## config.mk

```make
export PLATFORM = sky130hd
export DESIGN_NAME = hash_resp_buffer
export DESIGN_NICKNAME = d
export VERILOG_FILES = /design/src/rtl/hash_resp_buffer.sv
export SDC_FILE = /design/constraint.sdc
export NUM_CORES = 1
export LEC_CHECK = 0
export ABC_AREA = 1
export BUFFER_PORTS_ARGS = -buffer_cell sky130_fd_sc_hd__buf_2
export CORE_AREA = 5 5 162 164
export CTS_BUF_LIST = sky130_fd_sc_hd__clkbuf_4 sky130_fd_sc_hd__clkbuf_8 sky130_fd_sc_hd__clkbuf_16
export DETAILED_ROUTE_END_ITERATION = 8
export DIE_AREA = 0 0 167 169
export PLACE_DENSITY = 0.79
export SYNTH_ARGS = -nofsm -noshare
export SYNTH_HDL_FRONTEND = slang
export SYNTH_SLANG_ARGS = --single-unit
```

## constraint.sdc

```tcl
create_clock -name clk -period 3.8 [get_ports clk]
set_clock_uncertainty 0.2 [all_clocks]
set_input_delay 0.57 -clock clk [delete_from_list [all_inputs] [get_ports clk]]
set_output_delay 0.57 -clock clk [all_outputs]
set_load 0.005 [all_outputs]
```

## src/rtl/hash_resp_buffer.sv

```systemverilog
// hash_resp_buffer
//
// Buffers 32-bit response words from a hash table on their way to a host.
// It is a DEPTH-entry FIFO. Each stored word has its reserved bits [27:26]
// cleared. For every accepted word, one saturating counter per error flag is
// incremented. On the output side the block marks every BATCH-th beat with
// m_last_o.
//
// Ports
//   clk           sole clock, rising edge
//   reset         asynchronous, active-high reset
//   s_data_i      response word: [31] key_already_present, [30] no_element_found,
//                 [29] no_write_space, [28] no_deletion_target, [27:26] reserved,
//                 [DATA_WIDTH-1:0] read data
//   s_valid_i     s_data_i valid
//   s_ready_o     buffer can accept a word (level < DEPTH)
//   m_data_o      oldest buffered word (zero while empty)
//   m_valid_o     m_data_o valid (level > 0)
//   m_ready_i     host accepts the word
//   m_last_o      final beat of a BATCH group
//   clear_i       synchronous zeroing of the error counters
//   err_counts_o  {key_already_present, no_element_found, no_write_space,
//                  no_deletion_target} counters, CNT_WIDTH bits each
//   level_o       current FIFO occupancy
//
// Handshake: a transfer happens on a rising edge where valid and ready are both
// high. Ready never depends on valid, and valid never depends on ready. Once
// m_valid_o is raised, it and m_data_o hold until the host accepts the word.
module hash_resp_buffer #(
    parameter int KEY_WIDTH  = 4,
    parameter int DATA_WIDTH = 26,
    parameter int DEPTH      = 8,
    parameter int BATCH      = 4,
    parameter int CNT_WIDTH  = 16
) (
    input  logic                      clk,
    input  logic                      reset,
    input  logic [31:0]               s_data_i,
    input  logic                      s_valid_i,
    output logic                      s_ready_o,
    output logic [31:0]               m_data_o,
    output logic                      m_valid_o,
    input  logic                      m_ready_i,
    output logic                      m_last_o,
    input  logic                      clear_i,
    output logic [4*CNT_WIDTH-1:0]    err_counts_o,
    output logic [$clog2(DEPTH):0]    level_o
);

    localparam int PTR_W  = $clog2(DEPTH);
    localparam int LVL_W  = PTR_W + 1;
    localparam int BEAT_W = (BATCH > 1) ? $clog2(BATCH) : 1;

    localparam logic [LVL_W-1:0]  FULL_LVL = LVL_W'(DEPTH);
    localparam logic [BEAT_W-1:0] BEAT_MAX = BEAT_W'(BATCH - 1);
    // Flags and read data pass through unchanged. The reserved field between
    // them is dropped.
    localparam logic [31:0] KEEP_MASK =
        32'hF000_0000 | 32'((64'd1 << DATA_WIDTH) - 64'd1);

    if ((KEY_WIDTH + DATA_WIDTH + 2 != 32) || (DEPTH < 2) ||
        ((1 << PTR_W) != DEPTH) || (BATCH < 1)) begin : g_bad_params
        $error("hash_resp_buffer: illegal parameter combination");
    end

    logic [31:0]          mem_q [DEPTH];
    logic [PTR_W-1:0]     wr_ptr_q, wr_ptr_d;
    logic [PTR_W-1:0]     rd_ptr_q, rd_ptr_d;
    logic [LVL_W-1:0]     level_q, level_d;
    logic [BEAT_W-1:0]    beat_q, beat_d;
    logic [CNT_WIDTH-1:0] cnt_q [4];
    logic [CNT_WIDTH-1:0] cnt_d [4];
    logic                 push, pop;

    // Both handshake outputs come from the level register only.
    assign s_ready_o = (level_q < FULL_LVL);
    assign m_valid_o = (level_q != '0);
    assign push      = s_valid_i && s_ready_o;
    assign pop       = m_valid_o && m_ready_i;

    // Gating on m_valid_o makes m_data_o read zero as soon as reset clears the
    // level. The memory itself therefore needs no reset.
    assign m_data_o     = m_valid_o ? mem_q[rd_ptr_q] : 32'h0;
    assign m_last_o     = m_valid_o && (beat_q == BEAT_MAX);
    assign level_o      = level_q;
    assign err_counts_o = {cnt_q[3], cnt_q[2], cnt_q[1], cnt_q[0]};

    always_comb begin
        wr_ptr_d = wr_ptr_q;
        rd_ptr_d = rd_ptr_q;
        level_d  = level_q;
        beat_d   = beat_q;

        // Pointers wrap naturally because DEPTH is a power of two.
        if (push) begin
            wr_ptr_d = wr_ptr_q + 1'b1;
        end
        if (pop) begin
            rd_ptr_d = rd_ptr_q + 1'b1;
            beat_d   = (beat_q == BEAT_MAX) ? '0 : beat_q + 1'b1;
        end

        case ({push, pop})
            2'b10:   level_d = level_q + 1'b1;
            2'b01:   level_d = level_q - 1'b1;
            default: level_d = level_q;
        endcase

        for (int i = 0; i < 4; i++) begin
            cnt_d[i] = cnt_q[i];
            if (clear_i) begin
                cnt_d[i] = '0;
            end else if (push && s_data_i[28+i] && (cnt_q[i] != '1)) begin
                cnt_d[i] = cnt_q[i] + 1'b1;
            end
        end
    end

    always_ff @(posedge clk or posedge reset) begin
        if (reset) begin
            wr_ptr_q <= '0;
            rd_ptr_q <= '0;
            level_q  <= '0;
            beat_q   <= '0;
            for (int i = 0; i < 4; i++) begin
                cnt_q[i] <= '0;
            end
        end else begin
            wr_ptr_q <= wr_ptr_d;
            rd_ptr_q <= rd_ptr_d;
            level_q  <= level_d;
            beat_q   <= beat_d;
            for (int i = 0; i < 4; i++) begin
                cnt_q[i] <= cnt_d[i];
            end
        end
    end

    always_ff @(posedge clk) begin
        if (push) begin
            mem_q[wr_ptr_q] <= s_data_i & KEEP_MASK;
        end
    end

endmodule

```

== Word-level counts from Yosys, hierarchy flattened ==
Memories as Yosys holds them, arrays and structs flattened.
Index checks and enable logic that the tools add are counted.

* $add $sub $neg: 9
* Multipliers: 0
* Div/mod/pow operators: 0
* $lt $le $gt $ge: 1
* Equal/unequal tests: 7
* Shifts and indexed selects: 0
* Muxes and demuxes: 13
* Bitwise operators: 0
* Reduce and logical (&&, ||, !) cells: 17

{| class="wikitable"
|+ Operators with widths
! kind !! number
|-
| 16-bit 2-to-1 mux || 8
|-
| 16-bit by 1-bit adder with 16-bit output (second input constant) || 4
|-
| 16-bit != test (second input constant) || 4
|-
| 32-bit 2-to-1 mux || 1
|-
| 1-bit logical AND || 11
|-
| 2-bit nonzero test || 5
|-
| 4-bit case mux with 2 select lines || 1
|-
| 3-bit by 1-bit adder with 3-bit output (second input constant) || 2
|-
| 4-bit by 1-bit adder with 4-bit output (second input constant) || 1
|-
| 2-bit == test (second input constant) || 2
|-
| 4-bit less-than comparator (second input constant) || 1
|-
| 4-bit nonzero test || 1
|-
| 4-bit by 1-bit subtractor with 4-bit output (second input constant) || 1
|-
| 2-bit by 1-bit adder with 2-bit output (second input constant) || 1
|-
| 2-bit by 1-bit == test with 1-bit output (second input constant) || 1
|-
| 1-bit 2-to-1 mux || 2
|-
| 2-bit 2-to-1 mux || 1
|}

* Register bits after elaboration: 76
* Bits in latches: 0
* Memory bits (writable): 240
* ROM bits: 0
* Input port bits: 37
* Output and inout bits: 103
* Logic and storage cells: 56
* Memories: 1

{| class="wikitable"
|+ Memory list
! name !! depth !! bits a word !! read ports !! clocked after Yosys merged registers in !! wr ports !! RTL line !! source
|-
| mem_q || 8 || 30 || 1 || 0 || 1 || 66 || <nowiki>logic [31:0] mem_q [DEPTH];</nowiki>
|}

== Depth between registers and ports, before layout ==
Gate-level depths: netlist of run 1.

* Depth in word-level cells: 6
* Mapped depth: 13
* Gate-level depth less buffers: 13

== Least setup slack after synthesis of run 1 ==
Ideal clock, no wire load.

* Path kind: input to register
* Start point: in s_valid_i
* End point: mem mem_q[0][0] in the netlist's numbering (enable)
* Setup time: 0.417 ns
* Arrival: 2.254 ns
* Data required time: 3.183 ns
* Path slack: 0.929 ns
* Cell stages on the path: 3
* Buffers on the path: 0
* Cell sequence: nand2_2 > or2_2 > nor2_1

* Word-level cells in the longest chain between the ends: 3

{| class="wikitable"
|+ Ends and longest elaborated chain
! item !! RTL line !! source
|-
| start: declaration || 39 || <nowiki>input logic s_valid_i,</nowiki>
|-
| 1-bit logical AND || 78 || <nowiki>assign push = s_valid_i && s_ready_o;</nowiki>
|-
| 1-bit 2-to-1 mux || 140 || <nowiki>if (push) begin</nowiki>
|-
| 1-bit 2-to-1 mux (not written as such) || 141 || <nowiki>mem_q[wr_ptr_q] <= s_data_i & KEEP_MASK;</nowiki>
|-
| end: declaration || 66 ||
|}

Every way passes these cells.

== Final worst setup path of run 1 ==
* Start point: reg rd_ptr_q[0]
* End point: out m_data_o[4]

* Word-level cells in the longest chain between the ends: 2

{| class="wikitable"
|+ Ends and longest elaborated chain
! item !! RTL line !! source
|-
| start: declaration || 68 || <nowiki>logic [PTR_W-1:0] rd_ptr_q, rd_ptr_d;</nowiki>
|-
| start signal: assignment || 130 || <nowiki>rd_ptr_q <= rd_ptr_d;</nowiki>
|-
| memory read 8 x 30 bit || -- ||
|-
| 32-bit 2-to-1 mux || 83 || <nowiki>assign m_data_o = m_valid_o ? mem_q[rd_ptr_q] : 32'h0;</nowiki>
|-
| end: declaration || 41 || <nowiki>output logic [31:0] m_data_o,</nowiki>
|}

Every way passes these cells.

==> flow_summary.ini, run 1 <==
[timing]
report.final.hold_viol_count = 0
tightest_slew_ns = 0.916
timing.hold.ws_ns = 0.128
post-route-period-util_pct = 82.5
rsz0062_at_grt = false
relative_max_transition_margin_pct = 38.8
totalNegativeSetupSlack_ns = 0
timing.final.max_slew_violations = 0
finish_stage_setup_viols = 0
fmax_mhz = 319
period_needed_ns = 3.14

[global_route]
grt_first_pass_wirelength_um = 50400
grt_antenna_before_repair = 3
globalRouteOverflowTotal = 0
grt.total_usage_pct = 22.0
maximum_number_of_pins_on_one_net_before_global_route_repair = 66
first_global_vias = 9895

[routing]
postRouteAntennaNets = 0
drt_pass1_iterations = 5
wire_per_inst_um = 16.0
postRouteWirelength_um = 31500
route.vias.total = 10700
route.detailed.vias_per_inst = 5.44
drt_iter0_markers = 974
drc_errors = 0

[status]
outcome = completed

[worst_setup_path]
required_ns = 3.03
criticalPathCategory = reg2out
worstSetupStartpointType = flip-flop
critical_path.reg2reg.endpoint = mem_q[6][20]
startpoint = rd_ptr_q[0]
r2r-start = level_o[3]
timing.critical_path.cells = inv_2, buf_12, nor2_1, o21ai_0, o21ai_0, nor2_1, buf_2
cpMaxStageDelayCell = dfrtp_4
reg2reg_setup_slack_ns = 1.36
timing.critical_path.to_type = output port
crit_buf_inv = 3
crit_fanout = 58
cp_top_family = buffers and inverters
r2r_cells = 5
worst_ep_arrival_time_ns = 2.37
critPathMaxStageDelay_ns = 0.49

[floorplanning]
die_h_um = 169
die_area_um2 = 28200
num_rows = 58
floorplan.initialDensity_pct = 58.0
io-pin-count = 140
fp.coreArea_um2 = 24700
die_w_um = 167

[final_layout]
utilization_pct = 67.2
fillCellCount = 1821
final_cell_area_um2 = 16600
drive_above_1_share_pct = 15.1
design.final.nets = 1656
flow.area_growth_from_synthesis_pct = 15.9
multiInputGateArea_um2 = 4720
seqCellArea_um2 = 9120

[job]
maxCapViolCount = 0

[placement]
place_area_um2 = 15500
gp_routability_congestion = 0.866
place.port_buffers = 135
dpl.hpwl_um = 19100

[min_path]
timing.hold.worst_endpoint = mem_q[2][3]
worstHoldPathType = in2reg
min_path_cells = 1
startpoint_of_the_most_critical_hold_path = s_data_i[3]

[clocking]
clock-sinks = 316
clock_tree_from_tritoncts = built
ctsHtreeMaxLevel = 2
clk_pin_slew_ns = 0.06
clk_path_buf_depth = 3
insertion_delay_ns = 0.50
cts_root_buf = clkbuf_16
cts.repair_timing.setup_buffer_count = 0
cts_inserted_buffers = 34

[power_and_ir_drop]
pwr-share-seq_pct = 39.8
power_report.internal_total_mw = 7.25
switching_share_pct = 33.0
power.combinational.fraction_pct = 29.4
p_leak_nw = 6.76
switchingPower_mw = 3.57
vdd.ir_drop.worst_mv = 0.366
cellPowerDensity_nw_per_um2 = 651
totalPowerFinal_mw = 10.8
power.share.clock_pct = 30.8

[synth]
yosys.area_share.xor_xnor_pct = 1.83
synth_compound_gate_area_share_pct = 8.48
synth_mux_area_share_pct = 0
sequential_area_share_after_synthesis_pct = 63.5
synth.distinct_cells = 29
post_synth_fa_ha_maj_area_fraction_pct = 0.872
syn-instance-count = 1477
synth_top_family_by_area = simple AND/OR/NAND/NOR gates
synthMostInstantiatedCell = nor2_1
synthesis.yosys.warnings = 0
synth_ff_type = edfxtp_1
synth-seq-cells = 316
synth.cell_area_um2 = 14300
synth_edf_count = 240
synthArstFlopShare_pct = 24.1
yosys.area.top_type_share_pct = 50.2
netlist.top_cell.by_area = edfxtp_1
synth-simple-area-share_pct = 21.2
synth_area_per_cell_um2 = 9.71
post_synth_most_frequent_cells = nor2_1 (318), nand2_1 (272), edfxtp_1 (240)
synthTopCellsByArea = edfxtp_1 (50%), dfrtp_1 (13%), nor2_1 (8.3%)
==> timing repair <==
action,in CTS,in global routing
hold buffers,1,0
resized for setup,0,0
hold endpoints to repair,35,0
==> placed cells by master (no fill, tap or decap), types with 10 or more instances in the layout <==
master     synthesis  routed
dfrtp_1           76      74
nand2_1          272     272
clkbuf_4           0      10
o21ai_1           34      34
nor2_4             5      13
buf_2             17     135
clkbuf_16          0      36
o21ai_0          204     204
edfxtp_1         240     240
ha_1              10      10
inv_1             80      79
buf_4              2      16
nor2_1           318     310
nand4_1           14      14
xor2_1            25      25
nand3b_1          17      17
nand3_1           94      94
==> worst reg2reg max path: stages, from the launching register on <==
cell,delay (ns)
dfrtp_1,0.45
inv_2,0.09
nand2_2,0.11
or2_2,0.42
nor2_4,0.39
buf_4,0.43
==> metal layers <==
layer | global-route usage, % | routed length [µm]
met1 | 28.7 | 12900
met2 | 37.8 | 15600
met3 | 4.23 | 2230
met4 | 6.69 | 779
met5 | 0 | 21
==> registers in the layout (all words and copies together) (netlist names) <==
name / count
err_counts_o: 64
wr_ptr_q: 3
mem_q: 240
rd_ptr_q: 3
level_o: 4
beat_q: 2
==> per-stage QoR <==
stage               setup slack (ns)  cells
finish                         0.664   1965
global route                   0.437   1964
CTS                            0.641   1963
detailed placement              1.19   1902
global placement                1.19   1902
floorplan                      0.929   1478
==> power by group through the flow <==
stage / Clock (mW) / Sequential (mW) / Combinational [mW]
4_1_cts: 3.38 / 4.31 / 3.21
3_5_place_dp: 0 / 4.37 / 3.17
2_1_floorplan: 0 / 4.29 / 2.08
6_report: 3.34 / 4.31 / 3.18
3_3_place_gp: 0 / 4.36 / 3.09
5_1_grt: 3.53 / 4.34 / 3.64
==> cell families (layout without fill, tap and decap cells) <==
kind of cell,after synthesis,after routing
AND/OR/NAND/NOR,732,732
flip-flops,316,316
AO/OA/AOI/OAI,242,242
buffers and inverters,146,301
XOR/XNOR,30,30
adder cells (fa/ha/maj),10,10
other,1,4
==> how the worst max path moves through the flow <==
stage | end | slack, ns | cells after the start
2_1_floorplan | mem_q[0][0] | 0.93 | 3
3_3_place_gp | m_data_o[12] | 1.19 | 7
3_5_place_dp | m_data_o[12] | 1.19 | 7
4_1_cts | m_data_o[12] | 0.64 | 7
5_1_grt | m_data_o[29] | 0.44 | 7
6_report | m_data_o[4] | 0.66 | 7
==> cell type report <==
type,count,area share [%]
flip-flops and latches,316,54.8
well taps,330,2.48
diodes,2,0.0301
multi-input cells,1016,28.4
repair buffers,157,5.45
clock buffers,52,6.37
inverters,84,1.90
clock inverters,8,0.587
Power figures use the tool's default switching activity.
==> run 2, diff against run 1 <==
==> constraint.sdc (replaced) <==
create_clock -name clk -period 2.95 [get_ports clk]
set_clock_uncertainty 0.2 [all_clocks]
set_input_delay 0.4425 -clock clk [delete_from_list [all_inputs] [get_ports clk]]
set_output_delay 0.4425 -clock clk [all_outputs]
set_load 0.005 [all_outputs]
==> flow_summary.ini, run 2 (synthesis gave the netlist of run 1 again) <==
[global_route]
grt_first_pass_wirelength_um = 54400
globalRouteOverflowTotal = 0
maximum_number_of_pins_on_one_net_before_global_route_repair = 59
grt_antenna_before_repair = 0
grt.total_usage_pct = 23.6
first_global_vias = 10800

[final_layout]
layout_commonest_cell = nor2_1
design.final.nets = 1689
registers.top_by_ff_count = mem_q
flow.area_growth_from_synthesis_pct = 18.6
largest_reg_flops = 240
utilization_pct = 68.7
drive_above_1_share_pct = 15.6
most-common-layout-cells = nor2_1 (309), nand2_1 (272), edfxtp_1 (240)

[routing]
wire_per_inst_um = 16.7
route.detailed.vias_per_inst = 5.48
postRouteAntennaNets = 0
route.vias.total = 11000
drt_iter0_markers = 855
postRouteWirelength_um = 33500
drc_errors = 0
drt_pass1_iterations = 5

[floorplanning]
floorplan.initialDensity_pct = 58.0
die_area_um2 = 28200
die_w_um = 167
die_h_um = 169
io-pin-count = 140
fp.coreArea_um2 = 24700
num_rows = 58

[worst_setup_path]
r2r-start = level_o[1]
timing.critical_path.to_type = output port
startpoint = level_o[1]
crit_buf_inv = 3
worst_ep_arrival_time_ns = 2.19
crit_fanout = 32
cpMaxStageDelayCell = dfrtp_1
required_ns = 2.31
criticalPathCategory = reg2out
timing.critical_path.cells = inv_1, nand3_1, buf_4, o21ai_0, nor2_1, buf_2
worstSetupStartpointType = flip-flop
cp_top_family = buffers and inverters
critPathMaxStageDelay_ns = 0.42

[clocking]
ctsHtreeMaxLevel = 2
clock-sinks = 316
clk_path_buf_depth = 3
cts_root_buf = clkbuf_16
clk_pin_slew_ns = 0.06
clock_tree_from_tritoncts = built
cts_inserted_buffers = 34
insertion_delay_ns = 0.52

[power_and_ir_drop]
p_leak_nw = 6.92
cellPowerDensity_nw_per_um2 = 837
vdd.ir_drop.worst_mv = 0.561

[timing]
finish_stage_setup_viols = 0
totalNegativeSetupSlack_ns = 0
timing.final.max_slew_violations = 0
tightest_slew_ns = 0.694
report.final.hold_viol_count = 0
timing.hold.ws_ns = 0.00127
relative_max_transition_margin_pct = 53.7
rsz0062_at_grt = false
period_needed_ns = 2.83
fmax_mhz = 354
post-route-period-util_pct = 95.9

[min_path]
worstHoldPathType = in2reg
startpoint_of_the_most_critical_hold_path = s_data_i[16]

[placement]
place.port_buffers = 135
gp_routability_congestion = 0.862
dpl.hpwl_um = 19900

[status]
outcome = completed

[job]
maxCapViolCount = 0
[run 2: cell count changes in the layout (fill, tap and decap cells not counted), moves of 2 or more]
cell	before	now
clkbuf_8	6	3
buf_6	0	2
clkinv_2	2	6
dlygate4sd3_1	1	23
clkinvlp_4	1	3
buf_12	5	11
[run 2: path summary, 6_finish.rpt]
check	to	slack [ns]	cells past startpoint
min	mem_q[5][16]	0.001	1
max reg2reg	level_o[2]	0.48	12
min in group asynchronous	level_o[3]	0.35	3
max in group asynchronous	err_counts_o[16]	1.54	4
max	m_data_o[30]	0.12	6
min reg2reg	beat_q[1]	0.30	2
[run 2: through the flow]
step           instances  total power, mW  setup WS (ns)  instance area, µm²
2_1_floorplan       1478             8.19          0.140               14400
5_1_grt             1998             15.1         0.0166               17000
4_1_cts             1993             14.2         0.0409               16900
3_3_place_gp        1906             9.69          0.577               15600
6_report            2000             14.2          0.122               17000
3_5_place_dp        1906             9.85          0.568               15600
[run 2: layer usage]
| layer | global-route usage, % | part of all wire [%] | up-vias |
|---|---|---|---|
| met1 | 30.1 | 40 | 5183 |
| met5 | 0 | 0 | - |
| met2 | 40.6 | 50 | 399 |
| met4 | 8.61 | 2.4 | 0 |
| met3 | 4.51 | 8.0 | 64 |
| li1 | - | - | 5315 |
[run 2: final cells by class]
class	instances	area, µm²
antenna	2	5.00
tap	330	413
clock buffer	46	960
inverter	84	319
clock inverter	16	160
multi-input combinational	1016	4720
timing repair buffer	190	1320
fill	1811	7740
sequential	316	9120
[run 2: what timing repair did]
action / 4_1_cts / 5_1_grt
endpoints found under the setup margin: 3 / 8
gates resized for setup: 0 / 3
gates cloned: 0 / 1
endpoints found under the hold margin: 200 / 0
pin swaps: 0 / 0
buffers inserted: 2 / 4
hold buffers: 23 / 0
[run 2: report_power, final]
group,internal (mW),switching (mW),leakage (nW),total (mW)
Sequential,5.29,0.240,3.20,5.53
Clock,2.49,1.73,0.556,4.21
Combinational,1.60,2.89,3.16,4.50
==> run 3, diff against run 2 <==
--- a/config.mk
+++ b/config.mk
@@ -7,11 +7,12 @@
 export LEC_CHECK = 0
 export ABC_AREA = 1
 export BUFFER_PORTS_ARGS = -buffer_cell sky130_fd_sc_hd__buf_2
-export CORE_AREA = 5 5 162 164
+export CORE_AREA = 5 5 209 211
 export CTS_BUF_LIST = sky130_fd_sc_hd__clkbuf_4 sky130_fd_sc_hd__clkbuf_8 sky130_fd_sc_hd__clkbuf_16
+export CTS_CLUSTER_DIAMETER = 150
 export DETAILED_ROUTE_END_ITERATION = 8
-export DIE_AREA = 0 0 167 169
-export PLACE_DENSITY = 0.79
+export DIE_AREA = 0 0 214 216
+export PLACE_DENSITY = 0.52
 export SYNTH_ARGS = -nofsm -noshare
 export SYNTH_HDL_FRONTEND = slang
 export SYNTH_SLANG_ARGS = --single-unit
==> flow_summary.ini, run 3 (synthesis gave the netlist of run 1 again) <==
[status]
outcome = completed

[routing]
postRouteWirelength_um = 37100
postRouteAntennaNets = 0
drt_iter0_markers = 664
drt_pass1_iterations = 4
route.vias.total = 10600
wire_per_inst_um = 16.8
drc_errors = 0
route.detailed.vias_per_inst = 4.78

[final_layout]
layout_commonest_cell = nor2_1
seqCellArea_um2 = 9120
design.final.nets = 1698
registers.top_by_ff_count = mem_q
largest_reg_flops = 240
layout.cells.non_filler = 2216
fillCellCount = 4037
flow.area_growth_from_synthesis_pct = 21.8
drive_above_1_share_pct = 15.4
multiInputGateArea_um2 = 4720
most-common-layout-cells = nor2_1 (310), nand2_1 (272), edfxtp_1 (240)

[timing]
totalNegativeSetupSlack_ns = 0
timing.hold.ws_ns = 0.0275
tightest_slew_ns = 0.562
report.final.hold_viol_count = 0
finish_stage_setup_viols = 0
post-route-period-util_pct = 94.1
relative_max_transition_margin_pct = 62.5
rsz0062_at_grt = false
finalWorstSetupSlack_ns = 0.173
timing.final.max_slew_violations = 0
period_needed_ns = 2.78
fmax_mhz = 360

[power_and_ir_drop]
vdd.ir_drop.worst_mv = 0.439
cellPowerDensity_nw_per_um2 = 840
p_leak_nw = 7.02
totalPowerFinal_mw = 14.7

[job]
maxCapViolCount = 0

[worst_setup_path]
reg2reg_setup_slack_ns = 0.55
crit_fanout = 36
worstSetupStartpointType = flip-flop
timing.critical_path.to_type = output port
r2r_cells = 11
critical_path.reg2reg.endpoint = level_o[2]
criticalPathCategory = reg2out
worst_ep_arrival_time_ns = 2.13
r2r-start = level_o[0]
required_ns = 2.31
startpoint = rd_ptr_q[0]

[clocking]
cts_inserted_buffers = 36
clk_path_buf_depth = 3
clock-sinks = 316
insertion_delay_ns = 0.54
cts_root_buf = clkbuf_16
ctsHtreeMaxLevel = 2
clk_pin_slew_ns = 0.06
clock_tree_from_tritoncts = built

[global_route]
grt.total_usage_pct = 15.6
grt_first_pass_wirelength_um = 58200
grt_util_met2_pct = 26.5
grt.busiest_layer = met2
first_global_vias = 10600
gr-usage-met3_pct = 4.05
maximum_number_of_pins_on_one_net_before_global_route_repair = 73
globalRouteOverflowTotal = 0
grtUsageMet1_pct = 20.0
grt_antenna_before_repair = 2

[min_path]
startpoint_of_the_most_critical_hold_path = s_data_i[29]
timing.hold.worst_endpoint = mem_q[2][27]
worstHoldPathType = in2reg
min_path_cells = 1

[floorplanning]
die_w_um = 214
io-pin-count = 140
num_rows = 75
floorplan.initialDensity_pct = 34.5
fp.coreArea_um2 = 41600
die_area_um2 = 46200
die_h_um = 216

[placement]
dpl.hpwl_um = 21500
place.port_buffers = 135
numPlacedInstances = 2115
pre_cts_slack_ns = 0.539
gp_routability_congestion = 0.822
==> run 3: cell type report <==
type                       count  area share, %
sequential                   316           52.2
clock buffer                  45           5.61
tap                          539           3.86
antenna                        1         0.0143
clock inverter                18           1.26
inverter                      84           1.84
multi-input combinational   1016           27.0
timing repair buffer         197           8.28
==> run 3: stage by stage <==
step	cell area (µm²)	util, %
after floorplan	14400	-
after global placement	15800	38.1
after detailed placement	15800	38.1
after CTS	17400	41.8
after global routing	17500	42.0
final	17500	42.0
==> run 3: worst max-delay path: stages, from the launching register on <==
cell and delay [ns]:
dfrtp_4 0.55, buf_4 0.18, clkbuf_16 0.21, o21ai_0 0.20
o21ai_1 0.07, o21ai_0 0.18, nor2_1 0.07, buf_2 0.13
==> run 3: report_power, final <==
| group | switching [mW] | leakage (nW) | total, mW | internal, mW |
|---|---|---|---|---|
| clock | 1.81 | 0.605 | 4.55 | 2.73 |
| combinational | 2.97 | 3.21 | 4.65 | 1.68 |
| sequential | 0.198 | 3.20 | 5.49 | 5.29 |
==> run 3: how the worst max path moves through the flow <==
stage	end	slack, ns	cells past startpoint
after CTS	m_data_o[23]	0.07	6
after floorplan	mem_q[0][0]	0.14	4
after detailed placement	level_o[2]	0.54	11
final	m_data_o[2]	0.17	7
after global routing	m_data_o[23]	0.01	7
after global placement	level_o[2]	0.54	12
==> run 3: repair_timing <==
item,in CTS,in global routing
gates resized for setup,2,9
endpoints found under the hold margin,245,0
setup buffers,0,4
cloned,1,2
pin swaps,0,1
hold buffers,30,0
setup endpoints to repair,4,25
==> run 3: per-layer routing <==
metal / part of all wire [%] / up-vias
li1: - / 5323
met1: 45 / 5024
met2: 48 / 208
met3: 5.8 / 44
met4: 1.7 / 0
met5: 0 / -
